==> src/rtl/store_align_unit.sv <==
// store_align_unit: narrows SB/SH/SW store data onto the 32-bit data bus.
// It replicates the data across lanes, builds byte enables from addr[1:0],
// and holds one store on a registered req/ack handshake until memory
// accepts it or the ack wait times out.
//
// Handshakes:
//   in_valid/in_ready: a store is taken on a rising edge where both are 1.
//   m_req/m_ack: m_req stays high with stable addr/data/enables until
//   m_ack is seen at a rising edge.
//
// Optional feature: define STORE_ALIGN_EXC_EN to raise exc_ades on
// misaligned SW/SH and drop the store. When it is undefined, the misaligned
// address bits are ignored and the store is performed.
module store_align_unit #(
    parameter int unsigned TIMEOUT = 16  // ack wait limit in cycles (0..255), 0 = no limit
) (
    input  logic        clk,
    input  logic        reset,
    input  logic        in_valid,
    output logic        in_ready,
    input  logic [31:0] in_addr,
    input  logic [31:0] in_data,
    input  logic [1:0]  in_type,
    output logic        m_req,
    input  logic        m_ack,
    output logic [31:0] m_addr,
    output logic [31:0] m_wdata,
    output logic [3:0]  m_byteen,
    output logic        exc_ades,
    output logic        bus_err,
    output logic [0:0]  dbg_state
);

    localparam logic [0:0] IDLE = 1'b0;
    localparam logic [0:0] WAIT = 1'b1;

    localparam logic [1:0] T_SW = 2'b00;
    localparam logic [1:0] T_SH = 2'b01;
    localparam logic [1:0] T_SB = 2'b10;

    // Counter value on the edge that completes the TIMEOUT-th ack-less WAIT cycle.
    localparam logic [7:0] TO_LAST = (TIMEOUT == 0) ? 8'd0 : 8'(TIMEOUT - 1);
    localparam bit         TO_EN   = (TIMEOUT != 0);

    logic [0:0]  state_q, state_d;
    logic [7:0]  cnt_q, cnt_d;
    logic        m_req_q, m_req_d;
    logic [31:0] m_addr_q, m_addr_d;
    logic [31:0] m_wdata_q, m_wdata_d;
    logic [3:0]  m_byteen_q, m_byteen_d;
    logic        exc_q, exc_d;
    logic        bus_err_q, bus_err_d;

    logic [1:0]  b;
    logic        misaligned;
    logic [31:0] lane_wdata;
    logic [3:0]  lane_byteen;

    // Lane replication and byte-enable generation for the presented store.
    always_comb begin
        b           = in_addr[1:0];
        lane_wdata  = in_data;
        lane_byteen = 4'b1111;
        case (in_type)
            T_SH: begin
                lane_wdata  = {2{in_data[15:0]}};
                lane_byteen = b[1] ? 4'b1100 : 4'b0011;
            end
            T_SB: begin
                lane_wdata  = {4{in_data[7:0]}};
                lane_byteen = 4'b0001 << b;
            end
            default: begin
                lane_wdata  = in_data;
                lane_byteen = 4'b1111;
            end
        endcase
`ifdef STORE_ALIGN_EXC_EN
        misaligned = ((in_type == T_SW) && (b != 2'b00)) ||
                     ((in_type == T_SH) && b[0]);
`else
        // Low address bits below the access size are simply dropped.
        misaligned = 1'b0;
`endif
    end

    // Next-state logic for the IDLE/WAIT handshake FSM and its outputs.
    always_comb begin
        state_d    = state_q;
        cnt_d      = cnt_q;
        m_req_d    = m_req_q;
        m_addr_d   = m_addr_q;
        m_wdata_d  = m_wdata_q;
        m_byteen_d = m_byteen_q;
        exc_d      = 1'b0;
        bus_err_d  = 1'b0;
        case (state_q)
            IDLE: begin
                if (in_valid && (in_type != 2'b11)) begin
                    if (misaligned) begin
                        exc_d = 1'b1;
                    end else begin
                        m_req_d    = 1'b1;
                        m_addr_d   = {in_addr[31:2], 2'b00};
                        m_wdata_d  = lane_wdata;
                        m_byteen_d = lane_byteen;
                        cnt_d      = 8'd0;
                        state_d    = WAIT;
                    end
                end
            end
            default: begin
                if (m_ack) begin
                    // An ack on the expiry edge still counts as success.
                    m_req_d    = 1'b0;
                    m_byteen_d = 4'b0000;
                    state_d    = IDLE;
                end else if (TO_EN && (cnt_q == TO_LAST)) begin
                    bus_err_d  = 1'b1;
                    m_req_d    = 1'b0;
                    m_byteen_d = 4'b0000;
                    state_d    = IDLE;
                end else begin
                    cnt_d = cnt_q + 8'd1;
                end
            end
        endcase
    end

    // State and output registers with synchronous reset.
    always_ff @(posedge clk) begin
        if (reset) begin
            state_q    <= IDLE;
            cnt_q      <= 8'd0;
            m_req_q    <= 1'b0;
            m_addr_q   <= 32'd0;
            m_wdata_q  <= 32'd0;
            m_byteen_q <= 4'b0000;
            exc_q      <= 1'b0;
            bus_err_q  <= 1'b0;
        end else begin
            state_q    <= state_d;
            cnt_q      <= cnt_d;
            m_req_q    <= m_req_d;
            m_addr_q   <= m_addr_d;
            m_wdata_q  <= m_wdata_d;
            m_byteen_q <= m_byteen_d;
            exc_q      <= exc_d;
            bus_err_q  <= bus_err_d;
        end
    end

    assign in_ready  = (state_q == IDLE);
    assign m_req     = m_req_q;
    assign m_addr    = m_addr_q;
    assign m_wdata   = m_wdata_q;
    assign m_byteen  = m_byteen_q;
    assign exc_ades  = exc_q;
    assign bus_err   = bus_err_q;
    assign dbg_state = state_q;

endmodule

==> config.mk <==
export PLATFORM = sky130hd
export DESIGN_NAME = store_align_unit
export DESIGN_NICKNAME = d
export VERILOG_FILES = /design/src/rtl/store_align_unit.sv
export SDC_FILE = /design/constraint.sdc
export NUM_CORES = 1
export LEC_CHECK = 0
export ABC_AREA = 1
export CORE_ASPECT_RATIO = 1.25
export CORE_UTILIZATION = 30
export CTS_BUF_LIST = sky130_fd_sc_hd__clkbuf_2
export DETAILED_ROUTE_END_ITERATION = 7
export GPL_TIMING_DRIVEN = 0
export PLACE_DENSITY_LB_ADDON = 0.12
export RECOVER_POWER = 25
export SKIP_LAST_GASP = 1
export SYNTH_ARGS = -nofsm -noshare
export SYNTH_HDL_FRONTEND = slang
export SYNTH_SLANG_ARGS = --single-unit
==> constraint.sdc <==
create_clock -name clk -period 2.9 [get_ports clk]
set_input_delay 0.58 -clock clk [delete_from_list [all_inputs] [get_ports clk]]
set_output_delay 0.58 -clock clk [all_outputs]
set_load 0.05 [all_outputs]
==> flow_summary_export.csv, run 1 <==
group,metric,value,unit
status,outcome,"completed",
sta,fin_ws,0.373,ns
grt,use_met1,22.0,%
synth,yosysWarnings,0,
sta,maxSlewHeadroom,63.0,%
floorplanning,io_pins,143,
clock_network,cts_inserted_buffers,9,
setup_path,timing.rr.start,"dbg_state",
grt,grt_pass1_vias,3362,
synth,seq_area_frac_synth,47.3,%
synth,synthArstFlopShare,0,%
clock_network,cts-htree-levels,3,
synth,ys.flop_type,"dfxtp_1",
sta,rsz0062_at_grt,"no",
clock_network,root_buffer,"clkbuf_2",
sta,maxSlewViolCount,0,
finish,fill_cells,1096,
routing,via_per_inst,4.69,
setup_path,critPathLaunchType,"flip-flop",
synth,syn_area,3260,sq um
routing,ant_nets,0,
sta,fin_skew,0.0243,ns
placed_design,portBuffers,139,
sta,max_freq,0.396,GHz
grt,grtUsageMet3,5.28,%
clock_network,cts_tree,"built",
pwr,p_total,0.00276,W
sta,finalSetupViolCount,0,
synth,yosys.area_share.simple,25.7,%
floorplanning,start_util,30.9,%
floorplanning,rows,42,
synth,synth_area_leader_cell,"dfxtp_1",
sta,post-route-period-util,87.1,%
synth,synth.distinct_cells,28,
clock_network,cts.path.max_buffers,2,
placed_design,gp_congestion,0.794,
setup_path,cp.buffers_inverters,2,
sta,finalHoldViolations,0,
synth,synth.most_common_cell,"nor2_1",
routing,initialDrtViolationCount,106,
synth,synth_top_family_by_area,"simple AND/OR/NAND/NOR gates",
hold_path,hold_path_class,"flip-flop to flip-flop",
grt,grt_pass1_wl,16300,microns
grt,use_met2,32.0,%
sta,tightest_slew,0.555,ns
setup_path,crit_chain,"inv_2, clkdlybuf4s50_1",
pwr,leakagePower,1.97,nW
floorplanning,die-height,119,microns
sta,fin_crit,2.53,ns
grt,grt_max_degree,14,
setup_path,criticalPathCategory,"flip-flop to output port",
floorplanning,die-area,11300,sq um
clock_network,clk_latency,0.53,ns
clock_network,path_clk_slew,0.23,ns
finish,final_design_area_no_fill,4950,sq um
setup_path,cp_top_family,"buffers and inverters",
routing,via_count,3470,
finish,fin_cells,740,
setup_path,worstPathArrival,1.95,ns
routing,wl,10400,microns
setup_path,rrSetupSlack,0.92,ns
synth,synth_xor_area_share,0,%
synth,synth_compound_area_share,18.5,%
synth,synth_cells,450,
synth,syn_avg_cell_area,7.24,sq um
floorplanning,coreArea,10600,sq um
placed_design,pre_cts_slack,0.374,ns
placed_design,placed_area,4820,sq um
grt,grt_antenna_before_repair,1,
finish,final_nets,677,
pwr,powerDensity,558,nW/um^2
setup_path,critPathMaxFanout,7,
synth,ys_ff_latch,77,
routing,firstDrtPassIters,4,
hold_path,hold_path_startpoint,"m_req",
finish,drive_gt1_share,4.94,%
synth,ys_top_cells_by_count,"nor2_1 (99), dfxtp_1 (77), nand2_1 (68)",
setup_path,crit_start,"dbg_state",
setup_path,crit_path_max_incr_delay,0.82,ns
placed_design,post-dp-hpwl,7710,microns
grt,grt_use_total,18.9,%
grt,grt.overflow.total,0,
finish,area_growth,51.8,%
synth,muxShareOfSynthArea,0,%
pwr,peakVddDrop,0.278,mV
floorplanning,dieWidth,95.2,microns
grt,grt_most_used_layer,"met2",
setup_path,end_kind,"output port",
flow_run,maxCapViolCount,0,
clock_network,cts.sinks,77,
clock_network,holdBufCountCts,0,
routing,drc,0,
routing,wire_per_inst,14.0,microns
synth,synth-edff-count,0,
sta,tns,0,ns
clock_network,ctsResizeCount,0,
clock_network,cts_setup_buffers,0,
synth,synth_area_leaders,"dfxtp_1 (47%), nor2_1 (11%), o21ai_0 (8.9%), a21oi_1 (7.8%), nand2_1 (7.8%)",
setup_path,crit_slowest_cell,"clkdlybuf4s50_1",
placed_design,place_inst,723,
synth,synthDominantCellAreaShare,47.3,%
setup_path,crit_required,2.32,ns
synth,yosys.area_share.adder,1.92,%
[registers in the layout, summed over array words and instances (netlist names)]
register   count
m_wdata       32
m_addr        30
cnt_q          8
m_byteen       4
bus_err        1
dbg_state      1
m_req          1
[final cells by class]
class	count	area, sq um	area share (%)
inverter	15	56.3	1.14
buffer	31	136	2.76
clock inverter	7	114	2.30
clock buffer	9	45.0	0.910
timing repair buffer	139	1390	28.1
tap	132	165	3.34
sequential	77	1540	31.2
multi-input combinational	329	1500	30.2
antenna	1	2.50	0.0506
[worst register-to-register path: cells and delay by family, from the launching register on]
family | cells | cell delay (ns)
AO/OA/AOI/OAI | 1 | 0.14
buffers and inverters | 2 | 0.82
flip-flops | 1 | 0.45
AND/OR/NAND/NOR | 2 | 0.51
[power breakdown]
part | total (W) | internal, W | switching [W]
logic | 0.000821 | 0.000295 | 0.000526
registers | 0.00119 | 0.00115 | 0.0000473
clock network | 0.000748 | 0.000366 | 0.000382
[layer usage]
metal  vias to the layer above  part of all wire [%]  routed length, microns
met2                        92                    50                    5240
met1                      1595                    42                    4350
met3                         8                   6.3                     656
met5                         -                     0                       0
li1                       1775                     -                       -
met4                         0                   1.4                     141
[worst paths after layout]
check	end	depth (start not counted)
worst max-delay path	in_ready	2
worst min-delay path	m_req	2
worst max register to register	m_byteen[3]	5
worst min register to register	m_req	2
[cells by family (layout without fill, tap and decap cells)]
| family | count (synthesis) | after routing |
|---|---|---|
| other | 1 | 4 |
| AO/OA/AOI/OAI | 118 | 118 |
| buffers and inverters | 46 | 201 |
| AND/OR/NAND/NOR | 203 | 203 |
| flip-flops | 77 | 77 |
| adder cells (fa/ha/maj) | 5 | 5 |
[per-stage QoR]
stage | util (%) | hold slack (ns)
2_1_floorplan | - | 0.450
3_3_place_gp | 45.7 | 0.450
3_5_place_dp | 45.7 | 0.455
4_1_cts | 47.2 | 0.479
5_1_grt | 46.8 | 0.499
6_report | 46.8 | 0.476
[layout by cell type (no fill, tap or decap), types with 7 or more instances in the layout]
cell and instances:
o21ai_0 61, nand2_1 69, dfxtp_1 77, inv_1 14
clkdlybuf4s50_1 138, nand3_1 27, buf_2 7, nor2_1 99
a21oi_1 51, clkbuf_1 19, clkbuf_2 9
(Power assumes the default switching activity.)
==> inputs of run 2 (changes only) <==
Settings changed: GPL_ROUTABILITY_DRIVEN set to 0, PLACE_DENSITY set to 0.65, PLACE_DENSITY_LB_ADDON 0.12 to not set.
==> run 2 against run 1 <==
  * Maximum frequency shrank 2.5%
  * Sequential share of layout area grew 0.22 points
  * Sequential power is essentially flat
  * Largest power group unchanged
  * Routed wire length shrank 0.45%
  * Non-clock buffer count is the same
  * Count of clock-buffer cells in the layout grew 1
  * Core utilization shrank 0.33 points
  * Clock skew grew 0.0042 ns
  * Combinational power is essentially flat
  * Global-route usage grew 0.23 points
  * Cell count shrank 0.27%
  * Critical path depth shrank 1
==> flow_summary_export.csv, run 2 (synthesis gave the netlist of run 1 again) <==
group,metric,value,unit
status,outcome,"completed",
clock_network,cts.sinks,77,
clock_network,cts.path.max_buffers,2,
pwr,peakVddDrop,0.248,mV
finish,most-common-layout-cells,"clkdlybuf4s50_1 (138), nor2_1 (99), dfxtp_1 (77)",
hold_path,whs_path_depth,2,
pwr,p_int,0.00172,W
finish,fin_cells,738,
grt,grt_use_total,19.1,%
clock_network,holdBufCountCts,0,
grt,grt_pass1_wl,16600,microns
sta,max_freq,0.386,GHz
finish,diodes,0,
sta,fin_crit,2.59,ns
sta,fin_ws,0.309,ns
routing,ant_nets,0,
grt,grt_pass1_vias,3403,
setup_path,cp.buffers_inverters,1,
finish,final_common_cell,"clkdlybuf4s50_1",
setup_path,rrSetupSlack,0.81,ns
routing,initialDrtViolationCount,155,
floorplanning,dieWidth,95.2,microns
sta,fin_skew,0.0284,ns
finish,largest_reg_flops,32,
sta,maxSlewViolCount,0,
routing,wl,10300,microns
clock_network,clk_latency,0.54,ns
pwr,clkPwrFrac,24.6,%
flow_run,maxCapViolCount,0,
placed_design,post-dp-hpwl,7630,microns
setup_path,crit_required,2.32,ns
finish,drive_gt1_share,4.79,%
setup_path,critPathMaxFanout,7,
setup_path,crit_slowest_cell,"clkdlybuf4s50_1",
clock_network,path_clk_slew,0.22,ns
setup_path,r2r-end,"m_addr[26]",
pwr,seq_power_share,44.7,%
sta,tns,0,ns
clock_network,cts_setup_buffers,0,
grt,grt_antenna_before_repair,0,
pwr,powerDensity,544,nW/um^2
setup_path,critPathLaunchType,"flip-flop",
hold_path,hold_path_class,"flip-flop to flip-flop",
clock_network,cts-htree-levels,3,
sta,post-route-period-util,89.3,%
sta,finalSetupViolCount,0,
hold_path,hold_path_startpoint,"m_byteen[0]",
pwr,pwr-share-comb,30.8,%
clock_network,ctsResizeCount,0,
floorplanning,die-height,119,microns
floorplanning,coreArea,10600,sq um
sta,worst_hold_slack,0.474,ns
hold_path,holdPathEnd,"m_byteen[0]",
finish,final_design_area_no_fill,4910,sq um
setup_path,timing.rr.start,"dbg_state",
setup_path,criticalPathCategory,"flip-flop to output port",
setup_path,cp_top_family,"buffers and inverters",
placed_design,pre_cts_slack,0.366,ns
setup_path,crit_path_max_incr_delay,0.88,ns
floorplanning,die-area,11300,sq um
sta,finalHoldViolations,0,
floorplanning,start_util,30.9,%
setup_path,end_kind,"output port",
sta,maxSlewHeadroom,63.1,%
finish,final_nets,677,
clock_network,cts_tree,"built",
sta,rsz0062_at_grt,"no",
routing,via_per_inst,4.76,
pwr,leakagePower,1.96,nW
pwr,p_switching,0.000952,W
placed_design,portBuffers,139,
routing,firstDrtPassIters,4,
routing,wire_per_inst,14.0,microns
floorplanning,rows,42,
clock_network,root_buffer,"clkbuf_2",
routing,drc,0,
grt,grt_max_degree,13,
pwr,p_sw_share,35.6,%
sta,tightest_slew,0.551,ns
grt,grt.overflow.total,0,
setup_path,crit_chain,"clkdlybuf4s50_1",
placed_design,placed_area,4820,sq um
finish,area_growth,50.7,%
clock_network,cts_inserted_buffers,9,
finish,fill_cells,1100,
setup_path,r2r_cells,5,
floorplanning,io_pins,143,
placed_design,place_inst,723,
setup_path,worstPathArrival,2.01,ns
routing,via_count,3516,
[run 2: per-layer routing]
metal / up-vias / global-route usage (%) / part of all wire (%)
met2: 124 / 30.4 / 47
met3: 25 / 5.73 / 8.3
met4: 0 / 9.66 / 3.3
li1: 1769 / - / -
met1: 1598 / 22.8 / 41
met5: - / 0 / 0
[run 2: worst reg2reg max path: cells and delay by family, from the launching register on]
kind	cells	cell delay, ns
buf+inv	2	0.84
simple gates	2	0.58
flops	1	0.47
compound gates	1	0.14
[run 2: how the worst max path moves through the flow]
stage,end,from,cells after the start
after detailed placement,m_wdata[14],in_type[0],7
after floorplan,cnt_q[6],dbg_state,7
after global routing,in_ready,dbg_state,2
after CTS,dbg_state,dbg_state,1
after global placement,m_wdata[25],in_type[0],7
final,dbg_state,dbg_state,1
[run 2: power groups by stage]
| stage | sequential (W) | clock, W | combinational (W) |
|---|---|---|---|
| 6_report | 0.00119 | 0.000656 | 0.000822 |
| 5_1_grt | 0.00121 | 0.000713 | 0.000881 |
| 4_1_cts | 0.00119 | 0.000680 | 0.000838 |
| 3_5_place_dp | 0.00122 | 0 | 0.000834 |
| 3_3_place_gp | 0.00121 | 0 | 0.000828 |
| 2_1_floorplan | 0.00149 | 0 | 0.000224 |
[run 2: final cells by class]
class / count / area, sq um / share of cell area, %
Buffer: 31 / 136 / 2.78
Clock buffer: 10 / 50.0 / 1.02
Clock inverter: 5 / 76.3 / 1.55
Inverter: 15 / 56.3 / 1.15
Multi-Input combinational cell: 329 / 1500 / 30.4
Sequential cell: 77 / 1540 / 31.4
Tap cell: 132 / 165 / 3.36
Timing Repair Buffer: 139 / 1390 / 28.3
[run 2: per-stage QoR]
step / util (%) / total power (W)
final: 46.5 / 0.00267
after global routing: 46.5 / 0.00280
after CTS: 46.9 / 0.00271
after detailed placement: 45.7 / 0.00205
after global placement: 45.7 / 0.00204
after floorplan: - / 0.00171
